==> src/rtl/eth_10g_gen_pkg.sv <==
// eth_10g_pkg: register map, control bits, CRC constants and FSM states for the 10G packet generator
package eth_10g_pkg;
  localparam logic [2:0] REG_NUM = 3'd0, REG_WORDS = 3'd1, REG_PKTS = 3'd2, REG_BYTES_LO = 3'd3,
                         REG_BYTES_HI = 3'd4, REG_GAP = 3'd5, REG_CTRL = 3'd7;
  localparam int CTRL_START = 0, CTRL_STOP = 1, CTRL_DONE = 2, CTRL_BUSY = 3;
  localparam logic [31:0] CRC32_POLY = 32'h04C11DB7, CRC32_INIT = 32'hFFFFFFFF;
  function automatic logic [31:0] reflect32(input logic [31:0] v);
    logic [31:0] r;
    for (int i = 0; i < 32; i++) r[i] = v[31-i];
    return r;
  endfunction
  // LSB-first shifting needs the bit-reversed polynomial
  localparam logic [31:0] CRC32_POLY_R = reflect32(CRC32_POLY);
  typedef enum logic [1:0] {IDLE, DATA, CRC, GAP} state_t;
endpackage

==> src/rtl/eth_10g_gen_if.sv <==
// eth_10g_gen_if: Avalon-MM register port plus Avalon-ST transmit stream of the generator
interface eth_10g_gen_if;
  logic [2:0]  address;
  logic        write, read;
  logic [31:0] writedata, readdata;
  logic [63:0] tx_data;
  logic        tx_valid, tx_sop, tx_eop, tx_error, tx_ready;
  logic [2:0]  tx_empty;
  modport master (output address, write, read, writedata, tx_ready,
                  input readdata, tx_data, tx_valid, tx_sop, tx_eop, tx_empty, tx_error);
  modport slave  (input address, write, read, writedata, tx_ready,
                  output readdata, tx_data, tx_valid, tx_sop, tx_eop, tx_empty, tx_error);
endinterface

==> src/rtl/eth_10g_gen_crc32_d64.sv <==
// crc32_d64: next Ethernet CRC state after one 64-bit word, first byte in [63:56], bits LSB-first
module crc32_d64
  import eth_10g_pkg::*;
(
  input  logic [31:0] crc,
  input  logic [63:0] data,
  output logic [31:0] crc_next
);
  logic [31:0] c;
  always_comb begin
    c = crc;
    for (int i = 0; i < 64; i++)
      c = {1'b0, c[31:1]} ^ ((c[0] ^ data[56 - 8*(i/8) + i%8]) ? CRC32_POLY_R : 32'h0);
    crc_next = c;
  end
endmodule

==> src/rtl/eth_10g_gen.sv <==
// eth_10g_gen: register-programmed Avalon-ST frame generator appending an Ethernet FCS
module eth_10g_gen
  import eth_10g_pkg::*;
#(
  parameter int DEFAULT_WORDS = 8,
  parameter int DEFAULT_GAP   = 2
) (
  input logic         clk,
  input logic         reset_n,
  eth_10g_gen_if.slave bus
);
  state_t      state, nxt;
  logic [31:0] num_pkt, sh_num, pkts, pkts_inc, crc, crc_nxt, crcv, ctrl_rd;
  logic [63:0] bytes;
  logic [10:0] words_r, sh_words, n_words, k;
  logic [7:0]  gap_r, sh_gap, gcnt;
  logic        ctrl0, ctrl0_q, stop_pend, done, wr_ctrl, start_go, fire, last_pkt, finish;

  crc32_d64 u_crc (.crc(crc), .data(bus.tx_data), .crc_next(crc_nxt));

  assign wr_ctrl  = bus.write && bus.address == REG_CTRL;
  assign start_go = ctrl0 && !ctrl0_q && state == IDLE;
  assign n_words  = sh_words == 11'd0 ? 11'd1 : sh_words;
  assign fire     = bus.tx_valid && bus.tx_ready;
  assign pkts_inc = pkts + 32'd1;
  assign last_pkt = sh_num != 32'd0 && pkts_inc == sh_num;
  assign finish   = last_pkt || stop_pend;
  assign crcv     = ~crc;

  always_comb begin
    nxt = state;
    unique case (state)
      IDLE: nxt = start_go ? DATA : IDLE;
      DATA: nxt = (fire && k == n_words - 11'd1) ? CRC : DATA;
      CRC:  nxt = !fire ? CRC : finish ? IDLE : sh_gap == 8'd0 ? DATA : GAP;
      GAP:  nxt = stop_pend ? IDLE : gcnt == 8'd1 ? DATA : GAP;
    endcase
    bus.tx_valid = state == DATA || state == CRC;
    bus.tx_sop   = state == DATA && k == 11'd0;
    bus.tx_eop   = state == CRC;
    bus.tx_empty = state == CRC ? 3'd4 : 3'd0;
    bus.tx_error = 1'b0;
    // FCS goes out low CRC byte first, so it lands byte-swapped in the big-endian beat
    bus.tx_data  = state == DATA ? {pkts, 21'd0, k} :
                   state == CRC  ? {crcv[7:0], crcv[15:8], crcv[23:16], crcv[31:24], 32'h0} : 64'h0;
    ctrl_rd = 32'h0;
    ctrl_rd[CTRL_DONE] = done;
    ctrl_rd[CTRL_BUSY] = state != IDLE;
    bus.readdata = !bus.read                      ? 32'h0 :
                   bus.address == REG_NUM         ? num_pkt :
                   bus.address == REG_WORDS       ? {21'd0, words_r} :
                   bus.address == REG_PKTS        ? pkts :
                   bus.address == REG_BYTES_LO    ? bytes[31:0] :
                   bus.address == REG_BYTES_HI    ? bytes[63:32] :
                   bus.address == REG_GAP         ? {24'd0, gap_r} :
                   bus.address == REG_CTRL        ? ctrl_rd : 32'h0;
  end

  always_ff @(posedge clk or negedge reset_n) begin
    if (!reset_n) begin
      state <= IDLE;
      num_pkt <= '0; words_r <= 11'(DEFAULT_WORDS); gap_r <= 8'(DEFAULT_GAP);
      sh_num <= '0; sh_words <= '0; sh_gap <= '0;
      pkts <= '0; bytes <= '0; k <= '0; gcnt <= '0; crc <= CRC32_INIT;
      ctrl0 <= 1'b0; ctrl0_q <= 1'b0; stop_pend <= 1'b0; done <= 1'b0;
    end else begin
      state <= nxt;
      if (bus.write && bus.address == REG_NUM) num_pkt <= bus.writedata;
      if (bus.write && bus.address == REG_WORDS) words_r <= bus.writedata[10:0];
      if (bus.write && bus.address == REG_GAP) gap_r <= bus.writedata[7:0];
      if (wr_ctrl) ctrl0 <= bus.writedata[CTRL_START];
      ctrl0_q <= ctrl0;
      stop_pend <= (wr_ctrl && bus.writedata[CTRL_STOP]) ? 1'b1 :
                   (state != IDLE && nxt == IDLE) ? 1'b0 : stop_pend;
      if (start_go) begin
        sh_num <= num_pkt; sh_words <= words_r; sh_gap <= gap_r;
        pkts <= '0; bytes <= '0; done <= 1'b0; k <= '0; crc <= CRC32_INIT;
      end
      if (state == DATA && fire) begin
        crc <= crc_nxt;
        k <= k + 11'd1;
      end
      if (state == CRC && fire) begin
        pkts <= pkts_inc;
        bytes <= bytes + 64'({n_words, 3'b100});
        crc <= CRC32_INIT;
        k <= '0;
        gcnt <= sh_gap;
        if (last_pkt) done <= 1'b1;
      end
      if (state == GAP) gcnt <= gcnt - 8'd1;
    end
  end
endmodule

==> src/flat_wrapper.sv <==
// flat-port wrapper written by rule: the top's interface ports become plain ports
module eth_10g_gen_flat import eth_10g_pkg::*;
#(
  parameter int DEFAULT_WORDS = 8,
  parameter int DEFAULT_GAP   = 2
)
  (clk, reset_n, bus_address, bus_write, bus_read, bus_writedata, bus_tx_ready, bus_readdata, bus_tx_data, bus_tx_valid, bus_tx_sop, bus_tx_eop, bus_tx_empty, bus_tx_error);
  eth_10g_gen_if bus_i ();
  input logic clk;
  input logic reset_n;
  input wire logic [$bits(bus_i.address)-1:0] bus_address;
  input wire logic [$bits(bus_i.write)-1:0] bus_write;
  input wire logic [$bits(bus_i.read)-1:0] bus_read;
  input wire logic [$bits(bus_i.writedata)-1:0] bus_writedata;
  input wire logic [$bits(bus_i.tx_ready)-1:0] bus_tx_ready;
  output wire logic [$bits(bus_i.readdata)-1:0] bus_readdata;
  output wire logic [$bits(bus_i.tx_data)-1:0] bus_tx_data;
  output wire logic [$bits(bus_i.tx_valid)-1:0] bus_tx_valid;
  output wire logic [$bits(bus_i.tx_sop)-1:0] bus_tx_sop;
  output wire logic [$bits(bus_i.tx_eop)-1:0] bus_tx_eop;
  output wire logic [$bits(bus_i.tx_empty)-1:0] bus_tx_empty;
  output wire logic [$bits(bus_i.tx_error)-1:0] bus_tx_error;
  assign bus_i.address = bus_address;
  assign bus_i.write = bus_write;
  assign bus_i.read = bus_read;
  assign bus_i.writedata = bus_writedata;
  assign bus_i.tx_ready = bus_tx_ready;
  assign bus_readdata = bus_i.readdata;
  assign bus_tx_data = bus_i.tx_data;
  assign bus_tx_valid = bus_i.tx_valid;
  assign bus_tx_sop = bus_i.tx_sop;
  assign bus_tx_eop = bus_i.tx_eop;
  assign bus_tx_empty = bus_i.tx_empty;
  assign bus_tx_error = bus_i.tx_error;
  eth_10g_gen #(.DEFAULT_WORDS(DEFAULT_WORDS), .DEFAULT_GAP(DEFAULT_GAP)) u_core (.clk(clk), .reset_n(reset_n), .bus(bus_i));
endmodule
==> config.mk <==
export PLATFORM = sky130hd
export DESIGN_NAME = eth_10g_gen_flat
export DESIGN_NICKNAME = d
export VERILOG_FILES = /design/src/rtl/eth_10g_gen_pkg.sv /design/src/rtl/eth_10g_gen_if.sv /design/src/rtl/eth_10g_gen_crc32_d64.sv /design/src/rtl/eth_10g_gen.sv /design/src/flat_wrapper.sv
export SDC_FILE = /design/constraint.sdc
export NUM_CORES = 1
export LEC_CHECK = 0
export ABC_AREA = 0
export BUFFER_PORTS_ARGS = -buffer_cell sky130_fd_sc_hd__buf_2
export CAP_MARGIN = 15
export CORE_MARGIN = 3
export CORE_UTILIZATION = 65
export CTS_BUF_LIST = sky130_fd_sc_hd__clkbuf_8
export DETAILED_ROUTE_END_ITERATION = 10
export PLACE_DENSITY = 0.85
export SKIP_CTS_REPAIR_TIMING = 1
export SLEW_MARGIN = 20
export SYNTH_ARGS = -nofsm -noshare
export SYNTH_HDL_FRONTEND = slang
export SYNTH_SLANG_ARGS = --single-unit
==> constraint.sdc <==
create_clock -name clk -period 12.6 [get_ports clk]
set_input_delay 2.52 -clock clk [delete_from_list [all_inputs] [get_ports clk]]
set_output_delay 2.52 -clock clk [all_outputs]
set_load 0.01 [all_outputs]
# ---- After elaboration in Yosys (flattened, before gate mapping)
# Index checks and enable logic that the tools add are counted.
dict set report word_totals {
  word_cells 292
  register_bits 255
  inputBits 40
  out_inout_bits 103
}
dict set report op_classes {
  reduce_logical 29
  muxes 101
  n_eq_ne 12
  add_sub_neg 5
  bitwise 129
}
# operator count
set ops {}
lappend ops {{32-bit 2-to-1 mux} 76}
lappend ops {{31-bit by 32-bit XOR with 32-bit output} 64}
lappend ops {{64-bit 2-to-1 mux} 4}
lappend ops {{64-bit by 14-bit adder with 64-bit output} 1}
lappend ops {{1-bit XOR} 64}
lappend ops {{11-bit 2-to-1 mux} 4}
lappend ops {{32-bit by 1-bit adder with 32-bit output, second input constant} 1}
lappend ops {{32-bit equality test} 1}
lappend ops {{32-bit NOT} 1}
lappend ops {{32-bit nonzero test} 1}
lappend ops {{11-bit zero test} 2}
lappend ops {{8-bit 2-to-1 mux} 2}
lappend ops {{1-bit logical AND} 14}
lappend ops {{2-bit 2-to-1 mux} 6}
lappend ops {{11-bit by 1-bit adder with 11-bit output, second input constant} 1}
lappend ops {{11-bit equality test} 1}
lappend ops {{11-bit by 1-bit subtractor with 11-bit output, second input constant} 1}
lappend ops {{3-bit equality test, second input constant} 3}
lappend ops {{8-bit by 1-bit equality test with 1-bit output, second input constant} 1}
lappend ops {{8-bit zero test} 1}
lappend ops {{2-bit case mux with 4 select lines} 1}
lappend ops {{2-bit nonzero test} 4}
lappend ops {{8-bit by 1-bit subtractor with 8-bit output, second input constant} 1}
lappend ops {{3-bit by 2-bit equality test with 1-bit output, second input constant} 2}
lappend ops {{11 further kinds} 19}

# ---- Logic depth before layout (Yosys ltp)
# Gate-level depths: netlist (run 1).
dict set report logic_depth {
  depth_word 197
  depth_mapped 23
  ltp_nobuf 21
}

# ---- Modules after synthesis
# A second synthesis (run 1) with hierarchy kept.
dict set report hier_totals {
  hier_cells 2069
  area_unflattened_um2 22414.0
}
# mod seq_area_each_um2 cells_each area_each_um2 n_inst
set modules_own_cells {}
lappend modules_own_cells {eth_10g_gen 6373.6 1553 14939.3 1}
lappend modules_own_cells {crc32_d64 0.0 516 7474.7 1}

# ---- Worst setup path after synthesis (run 1)
# Ideal clock, no wire load.
dict set report synth_timing {
  path_kind {flip-flop to flip-flop}
  start {register u_core.state[0]}
  end {register u_core.crc[19]}
  slack_ps 5860
  path_buffers 3
  arrival_time_ps 6667
  period_less_slack_ps 6740
  required_time_ps 12527
  stages_incl_launch_ff 22
  setup_ps 73
  cell_sequence {dfrtp_1 -> inv_1 -> ha_1 -> buf_4 -> or2_1 -> buf_2 -> a2bb2oi_1 -> or3_1 -> and2_1 -> buf_2 -> a2111oi_4 -> xnor3_2 -> xnor3_2 -> xnor2_4 -> xor2_4 -> xnor3_1 -> xnor3_2 -> xnor3_2 -> xnor2_4 -> xnor3_2 -> xnor3_1 -> a21oi_1}
}
dict set report synth_via {
  elab_chain_cells 91
  elab_cells_between_ends 203
  cone_classes {2 x eq/ne; 67 x mux; 127 x bitwise; 7 x reduce/logical}
}
# item line_no
set synth_lines {}
lappend synth_lines {{from (decl)} eth_10g_gen.sv:12} ;# state_t state, nxt;
lappend synth_lines {{from (signal assigned)} eth_10g_gen.sv:67} ;# state <= nxt;
lappend synth_lines {{2-bit equality test *} --}
lappend synth_lines {{named net bus_tx_eop} flat_wrapper.sv:20} ;# output wire logic [$bits(bus_i.tx_eop)-1:0] bus_tx_eop;
lappend synth_lines {{64-bit 2-to-1 mux} eth_10g_gen.sv:45} ;# state == CRC ? {crcv[7:0], crcv[15:8], crcv[23:16], crcv[31:24], 32'h0} : 64'h0;
lappend synth_lines {{64-bit 2-to-1 mux} eth_10g_gen.sv:44} ;# bus.tx_data = state == DATA ? {pkts, 21'd0, k} :
lappend synth_lines {{1-bit XOR} eth_10g_gen_crc32_d64.sv:13} ;# c = {1'b0, c[31:1]} ^ ((c[0] ^ data[56 - 8*(i/8) + i%8]) ? CRC32_POLY_R : 32'h0);
lappend synth_lines {{32-bit 2-to-1 mux} eth_10g_gen_crc32_d64.sv:13}
lappend synth_lines {{31-bit by 32-bit XOR with 32-bit output (6 in a row)} eth_10g_gen_crc32_d64.sv:13}
lappend synth_lines {{1-bit XOR or 31-bit by 32-bit XOR with 32-bit output (tied branches)} eth_10g_gen_crc32_d64.sv:13}
lappend synth_lines {{[66 not listed]} --}
lappend synth_lines {{31-bit by 32-bit XOR with 32-bit output or 1-bit XOR (tied branches)} eth_10g_gen_crc32_d64.sv:13}
lappend synth_lines {{31-bit by 32-bit XOR with 32-bit output or 32-bit 2-to-1 mux (tied branches)} eth_10g_gen_crc32_d64.sv:13}
lappend synth_lines {{31-bit by 32-bit XOR with 32-bit output (6 in a row)} eth_10g_gen_crc32_d64.sv:13}
lappend synth_lines {{1-bit XOR} eth_10g_gen_crc32_d64.sv:13}
lappend synth_lines {{32-bit 2-to-1 mux} eth_10g_gen_crc32_d64.sv:13}
lappend synth_lines {{31-bit by 32-bit XOR with 32-bit output} eth_10g_gen_crc32_d64.sv:13}
lappend synth_lines {{32-bit 2-to-1 mux} eth_10g_gen.sv:79} ;# if (state == DATA && fire) begin
lappend synth_lines {{32-bit 2-to-1 mux} eth_10g_gen.sv:83} ;# if (state == CRC && fire) begin
lappend synth_lines {{to (signal assigned)} eth_10g_gen.sv:80} ;# crc <= crc_nxt;
lappend synth_lines {{to (decl)} eth_10g_gen.sv:13} ;# logic [31:0] num_pkt, sh_num, pkts, pkts_inc, crc, crc_nxt, crcv, ctrl_rd;
# The timed path passes the listed nets; every way through them passes the cells marked *.
# A chain may end at the register's enable or synchronous reset.

# ---- Worst setup path after layout (run 1)
dict set report layout_timing {
  start {register u_core.state[1]}
  end {register u_core.crc[19]}
}
dict set report layout_via {
  elab_chain_cells 91
  elab_cells_between_ends 203
  cone_classes {2 x eq/ne; 67 x mux; 127 x bitwise; 7 x reduce/logical}
}
# item line_no
set layout_lines {}
lappend layout_lines {{2-bit equality test} {eth_10g_gen.sv:38, eth_10g_gen.sv:45, eth_10g_gen.sv:83}}
lappend layout_lines {{64-bit 2-to-1 mux} eth_10g_gen.sv:45}
lappend layout_lines {{64-bit 2-to-1 mux} eth_10g_gen.sv:44}
lappend layout_lines {{1-bit XOR} eth_10g_gen_crc32_d64.sv:13}
lappend layout_lines {{32-bit 2-to-1 mux} eth_10g_gen_crc32_d64.sv:13}
lappend layout_lines {{31-bit by 32-bit XOR with 32-bit output (6 in a row)} eth_10g_gen_crc32_d64.sv:13}
lappend layout_lines {{1-bit XOR or 31-bit by 32-bit XOR with 32-bit output (tied branches)} eth_10g_gen_crc32_d64.sv:13}
lappend layout_lines {{32-bit 2-to-1 mux or 31-bit by 32-bit XOR with 32-bit output (tied branches)} eth_10g_gen_crc32_d64.sv:13}
lappend layout_lines {{[65 not listed]} --}
lappend layout_lines {{31-bit by 32-bit XOR with 32-bit output or 1-bit XOR (tied branches)} eth_10g_gen_crc32_d64.sv:13}
lappend layout_lines {{31-bit by 32-bit XOR with 32-bit output or 32-bit 2-to-1 mux (tied branches)} eth_10g_gen_crc32_d64.sv:13}
lappend layout_lines {{31-bit by 32-bit XOR with 32-bit output (6 in a row)} eth_10g_gen_crc32_d64.sv:13}
lappend layout_lines {{1-bit XOR} eth_10g_gen_crc32_d64.sv:13}
lappend layout_lines {{32-bit 2-to-1 mux} eth_10g_gen_crc32_d64.sv:13}
lappend layout_lines {{31-bit by 32-bit XOR with 32-bit output} eth_10g_gen_crc32_d64.sv:13}
lappend layout_lines {{32-bit 2-to-1 mux} eth_10g_gen.sv:79}
lappend layout_lines {{32-bit 2-to-1 mux} eth_10g_gen.sv:83}
# Several ways; a longest one is shown, not always the timed one.

==> impl_results.md, run 1 <==
- Critical-path top delay cell: nand2b_1
- Leading post-synthesis cells by cell area: dfrtp_1 25%, xnor2_1 13%, xnor3_1 11%
- Aggregate routed wire length: 62480 µm
- Share of cells above drive strength 1: 0.1874
- Initial core utilization: 0.6686
- # port buffers: 118
- TritonRoute pass-1 iters: 6
- Post-route insts no fill: 2673
- DP Area: 22590 µm²
- First-pass GRT wire length: 97220 µm
- Crit-path max cell delay: 0.91 ns
- Total die area: 36140 µm²
- Synth cell types: 71
- Final Hold Viols: 0
- Residual DRC count: 0
- Gr usage total: 0.3435
- Mux cell area share after synthesis: 0.07900
- Core area: 32950 µm²
- Crit path capture: u_core.crc[19]
- Die W: 190.1 µm
- CTS max path bufs: 3
- I/O pins: 143
- Min Tclk post-route: 8.077 ns
- Clock Skew: 0.03610 ns
- Largest net degree at the start of global routing: 133
- CTS root buf: clkbuf_8
- Dpl hpwl: 47180 µm
- Die Y: 190.1 µm
- Number of synthesis warnings: 0
- Critical Setup Path Class: flip-flop to flip-flop
- Synth area leader: dfrtp_1
- Worst-skew pair later-pin latency: 0.58 ns
- Filler cell count: 2349
- Unrepaired setup endpoints after global routing: false
- R2r setup slk: 4.52 ns
- Cell repeated most along the worst path: xnor3_1
- Max-cap violation count: 0
- Ys flop type: dfrtp_1
- Vias in the first global route: 17014
- GPL Wtd Cong: 1.009
- Status: completed
- Final TNS setup: 0 ns
- Synth Cell Area: 22030 µm²
- Share of the synthesized area in the top cell type: 0.2488
- H-tree lvl count: 2
- Critical path peak fanout: 64
- EDFF count, synth: 0
- Setup violations, final: 0
- Gate Count Post-Synth: 2161
- Cell count of the worst reg-to-reg path: 18
- Buf/Inv on CP: 1
- Worst R2R Start: u_core.state[1]
- Slew headroom: 0.2411
- Synth Area in Adders: 0.01340
- Post-synthesis simple-gate area fraction: 0.1164
- Antenna-violating nets left: 0
- Post-synthesis xor/xnor area fraction: 0.3483
- Largest family of logic cells by synthesized area: XOR/XNOR gates
- Post-synth ARST share: 1.000
- Tightest Pin Transition: 1.133 ns
- CP delay by family, top: XOR/XNOR gates
- Slew Viols, Final: 0
- FMAX: 123.8 MHz
- Instance count on the critical path: 18
- Total grt overflow: 0
- Worst R2R End: u_core.crc[19]
- Ant diodes: 0
- Final net count: 2258
- Worst path arrival time: 8.56 ns
- Mean post-synth cell area: 10.19 µm²
- Initial antenna violation count: 2
- CTS sink count: 253
- Final Cycle Share: 0.6410
- DR vias: 17354
- Critical Path Sink Type: flip-flop
- WHS: 0.4198 ns
- Avg Vias per Cell: 6.492
- Synth Area in Compound Gates: 0.1114
- TritonCTS buffer count: 44
- Crit path cell chain: inv_1, ha_4, nand2b_1, nand2_1, mux2_2, xnor2_1, xor2_1, xnor3_1, xnor3_1, xnor3_1, xnor2_1, xnor3_1, xnor3_1, xnor3_2, xnor3_1, xnor3_2, xnor3_1, a21oi_1
- Row Count: 66
- Final Cell Area: 23610 µm²
- Starting DRC count in detailed routing: 2105
- Post-synthesis sequential area ratio: 0.2893
- CP startpoint: u_core.state[1]
- Routed len/inst: 23.38 µm
- Synth Register Bits: 253
- CTS tree: done
- Reg clk slew, reported paths: 0.07 ns
- Worst hold-check path type: flip-flop to flip-flop
- Placed Cells: 2591
- Critical Path RT: 13.08 ns
- P&R area growth vs syn: 7.150%
- CP startpoint kind: flip-flop
worst min-delay path by stage:
stage | from | endpoint | slack, ns | cells after the start
after floorplan | u_core.ctrl0 | u_core.ctrl0_q | 0.37 | 0
after global placement | u_core.ctrl0 | u_core.ctrl0_q | 0.38 | 0
after detailed placement | u_core.ctrl0 | u_core.ctrl0_q | 0.41 | 0
after CTS | u_core.ctrl0 | u_core.ctrl0_q | 0.42 | 0
after global routing | u_core.ctrl0 | u_core.ctrl0_q | 0.43 | 0
final | u_core.ctrl0 | u_core.ctrl0_q | 0.42 | 0
routing by layer:
metal / global-route usage / vias to the layer above / share of wire
li1: - / 7589 / -
met1: 0.4691 / 8505 / 0.39
met2: 0.5558 / 1046 / 0.46
met3: 0.04662 / 210 / 0.091
met4: 0.1436 / 4 / 0.050
met5: 0 / - / 0.00035
kinds of logic (layout without fill, tap and decap cells):
kind of cell / Yosys count / count (layout)
AO/OA/AOI/OAI: 391 / 391
XOR/XNOR: 604 / 604
adder cells (fa/ha/maj): 23 / 23
buffers and inverters: 197 / 244
flip-flops: 253 / 253
multiplexers: 161 / 161
other: 1 / 24
AND/OR/NAND/NOR: 531 / 531
state kept, by name, summed over array words and instances (netlist names):
name / flops
u_core.words_r: 11
u_core.ctrl0: 1
u_core.sh_num: 32
u_core.crc: 32
u_core.gap_r: 8
u_core.state: 2
u_core.stop_pend: 1
u_core.num_pkt: 32
u_core.sh_gap: 8
u_core.bytes: 62
u_core.k: 11
u_core.gcnt: 8
u_core.sh_words: 11
u_core.done: 1
u_core.pkts: 32
u_core.ctrl0_q: 1
worst reg2reg max path, stage by stage (launching register included):
cell and delay [ns]:
dfrtp_1 0.41, inv_1 0.15, ha_4 0.60, nand2b_1 0.95, nand2_1 0.14, mux2_2 0.44
xnor2_1 0.34, xor2_1 0.27, xnor3_1 0.52, xnor3_1 0.42, xnor3_1 0.43, xnor2_1 0.71
xnor3_1 0.63, xnor3_1 0.26, xnor3_2 0.48, xnor3_1 0.43, xnor3_2 0.29, xnor3_1 0.38
a21oi_1 0.15
cell usage after synthesis (all sizes together) (2+ instances only):
master / instances
inv: 29
xor2: 105
a211oi: 16
nand4: 22
a21oi: 78
nor2: 102
xnor2: 354
o22a: 10
nor4: 20
a311oi: 2
xor3: 18
buf: 70
a21o: 4
o211ai: 10
a21boi: 4
mux2: 103
o32a: 2
a221oi: 22
nand3: 96
ha: 22
a31oi: 23
or2: 3
and2: 20
and3: 41
and4: 7
o2bb2ai: 2
a22oi: 4
o22ai: 12
a2bb2oi: 6
or3: 5
nand3b: 2
nand2: 157
xnor3: 127
dfrtp: 219
mux2i: 58
dfstp: 34
nor3: 19
clkbuf: 98
nor2b: 25
o21ai: 164
nand2b: 8
o31ai: 26
layout by cell type (no fill, tap or decap), drive strengths merged, types with 41 or more instances in the layout:
cell,instances
mux2,103
xor2,105
nor2,102
xnor3,127
o21ai,164
a21oi,78
and3,41
xnor2,354
dfrtp,219
mux2i,58
buf,133
nand3,96
clkbuf,57
nand2,157
per-stage QoR:
step | utilization | setup WS [ns]
global route | 0.7164 | 4.125
floorplan | - | 5.860
global placement | 0.6857 | 4.842
finish | 0.7164 | 4.523
CTS | 0.7163 | 4.563
detailed placement | 0.6857 | 4.622
area by class of cell:
| class | instances | area, µm² | share of cell area |
|---|---|---|---|
| multi-input cells | 1734 | 14850 | 0.6291 |
| flip-flops and latches | 253 | 6374 | 0.2700 |
| clock buffers | 57 | 784.5 | 0.03323 |
| repair buffers | 133 | 713.2 | 0.03021 |
| well taps | 442 | 553.0 | 0.02343 |
| clock inverters | 25 | 221.5 | 0.009382 |
| inverters | 29 | 108.9 | 0.004611 |
Power of run 1 is left out: the tool's default activity adds up to more than one toggle a clock period on the data nets, which glitch-free logic cannot reach.
==> run 2, diff against run 1 <==
CORE_UTILIZATION = 58   (was 65)
PLACE_DENSITY = 0.8   (was 0.85)
clock period = 6.7 ns   (was 12.6 ns; I/O delays follow)
==> impl_results.md, run 2 (synthesized netlist as in run 1, its figures left out) <==
- Status: completed
- Most frequent cells in the layout: 323 x xnor2_1, 219 x dfrtp_1, 162 x o21ai_0, 156 x nand2_1, 145 x buf_4
- CP startpoint kind: flip-flop
- H-tree lvl count: 2
- Dpl hpwl: 51240 µm
- DR vias: 17489
- Die Y: 200.9 µm
- Row Count: 70
- Aggregate routed wire length: 66680 µm
- Initial antenna violation count: 0
- Initial core utilization: 0.5946
- FMAX: 153.4 MHz
- CTS tree: done
- Ant diodes: 0
- Critical Path RT: 7.18 ns
- Worst path arrival time: 7.00 ns
- Min Tclk post-route: 6.519 ns
- GPL Wtd Cong: 0.9677
- Most flops, register: u_core.bytes
- Tightest Pin Transition: 1.100 ns
- Vias in the first global route: 17108
- Starting DRC count in detailed routing: 1576
- Reg clk slew, reported paths: 0.07 ns
- Hold Path End: u_core.ctrl0_q
- Gr usage total: 0.3215
- Placed Cells: 2771
- Worst R2R Start: u_core.state[1]
- Antenna-violating nets left: 0
- Most common cell after layout, fill and taps aside: xnor2_1
- Worst R2R End: u_core.crc[19]
- Final net count: 2393
- Critical Path Sink Type: flip-flop
- Setup violations, final: 0
- Critical Setup Path Class: flip-flop to flip-flop
- Core area: 37050 µm²
- Post-route insts no fill: 2868
- Routed len/inst: 23.25 µm
- Clock Skew: 0.03455 ns
- CTS max path bufs: 3
- Avg Vias per Cell: 6.098
- Total die area: 40360 µm²
- TritonRoute pass-1 iters: 7
- CTS root buf: clkbuf_8
- Residual DRC count: 0
- First-pass GRT wire length: 101900 µm
- HP Start: u_core.ctrl0
- Max reg flops: 62
- Final Cycle Share: 0.9730
- CTS sink count: 253
- Worst Hold Depth: 0
- Share of cells above drive strength 1: 0.2437
- Total grt overflow: 0
- Max-cap violation count: 0
- R2r setup slk: 0.18 ns
- Largest net degree at the start of global routing: 136
- Cell count of the worst reg-to-reg path: 19
- TritonCTS buffer count: 43
- Die W: 200.9 µm
- P&R area growth vs syn: 12.47%
- # port buffers: 118
- Slew Viols, Final: 0
- Slew headroom: 0.2664
- Final Hold Viols: 0
- Critical path peak fanout: 32
- I/O pins: 143
- Worst-skew pair later-pin latency: 0.58 ns
- Worst hold-check path type: flip-flop to flip-flop
run 2: cell count changes in the layout (fill, tap and decap cells not counted), sizes merged:
cell,before,now
buf,133,269
bufinv,4,1
clkbuf,57,54
clkinv,11,7
clkinvlp,1,2
inv,38,44
run 2: metal layers:
layer	track usage	vias up	part of all wire
met2	0.5243	824	0.47
met5	0	-	0
li1	-	7860	-
met3	0.04913	164	0.071
met1	0.4313	8641	0.41
met4	0.1332	0	0.046
run 2: final cells by class:
class	instances	area (µm²)
Inverter	29	108.9
Timing Repair Buffer	269	1782
Clock buffer	54	743.2
Fill cell	2833	12270
Tap cell	504	630.6
Clock inverter	25	141.4
Multi-Input combinational cell	1734	15000
Sequential cell	253	6374
run 2: worst max-delay path by stage:
stage,start,to,cells after the start
after floorplan,u_core.state[0],u_core.crc[19],21
final,u_core.state[1],u_core.crc[19],19
after detailed placement,u_core.state[0],u_core.crc[15],20
after CTS,u_core.state[0],u_core.crc[15],20
after global routing,u_core.state[1],u_core.crc[4],20
after global placement,u_core.state[0],u_core.crc[15],23
run 2: worst max-delay path, cell delays in order, from the launching register on:
cell	delay [ns]
dfrtp_1	0.43
inv_1	0.15
ha_4	0.22
nand2b_1	0.17
buf_6	0.25
nand2_1	0.10
mux2i_1	0.37
a211oi_1	0.14
a2111oi_4	0.52
xnor3_2	0.49
xnor3_2	0.51
xnor2_4	0.26
xor2_4	0.21
xnor3_1	0.48
xnor3_2	0.46
xnor3_2	0.45
xnor2_4	0.20
xnor3_2	0.48
xnor3_1	0.37
a21oi_1	0.16
run 2: through the flow:
stage | util | area [µm²] | hold WS, ns | TNS, ns | setup slack [ns]
3_5_place_dp | 0.6358 | 23560 | 0.3990 | 0 | 0.03599
4_1_cts | 0.6597 | 24440 | 0.4142 | -0.08058 | -0.04327
2_1_floorplan | - | 22120 | 0.3704 | 0 | 0.03397
5_1_grt | 0.6688 | 24780 | 0.4263 | -0.1342 | -0.05993
3_3_place_gp | 0.6358 | 23560 | 0.3976 | 0 | 0.1118
6_report | 0.6688 | 24780 | 0.4260 | 0 | 0.1811
Power of run 2 is left out for the same reason.
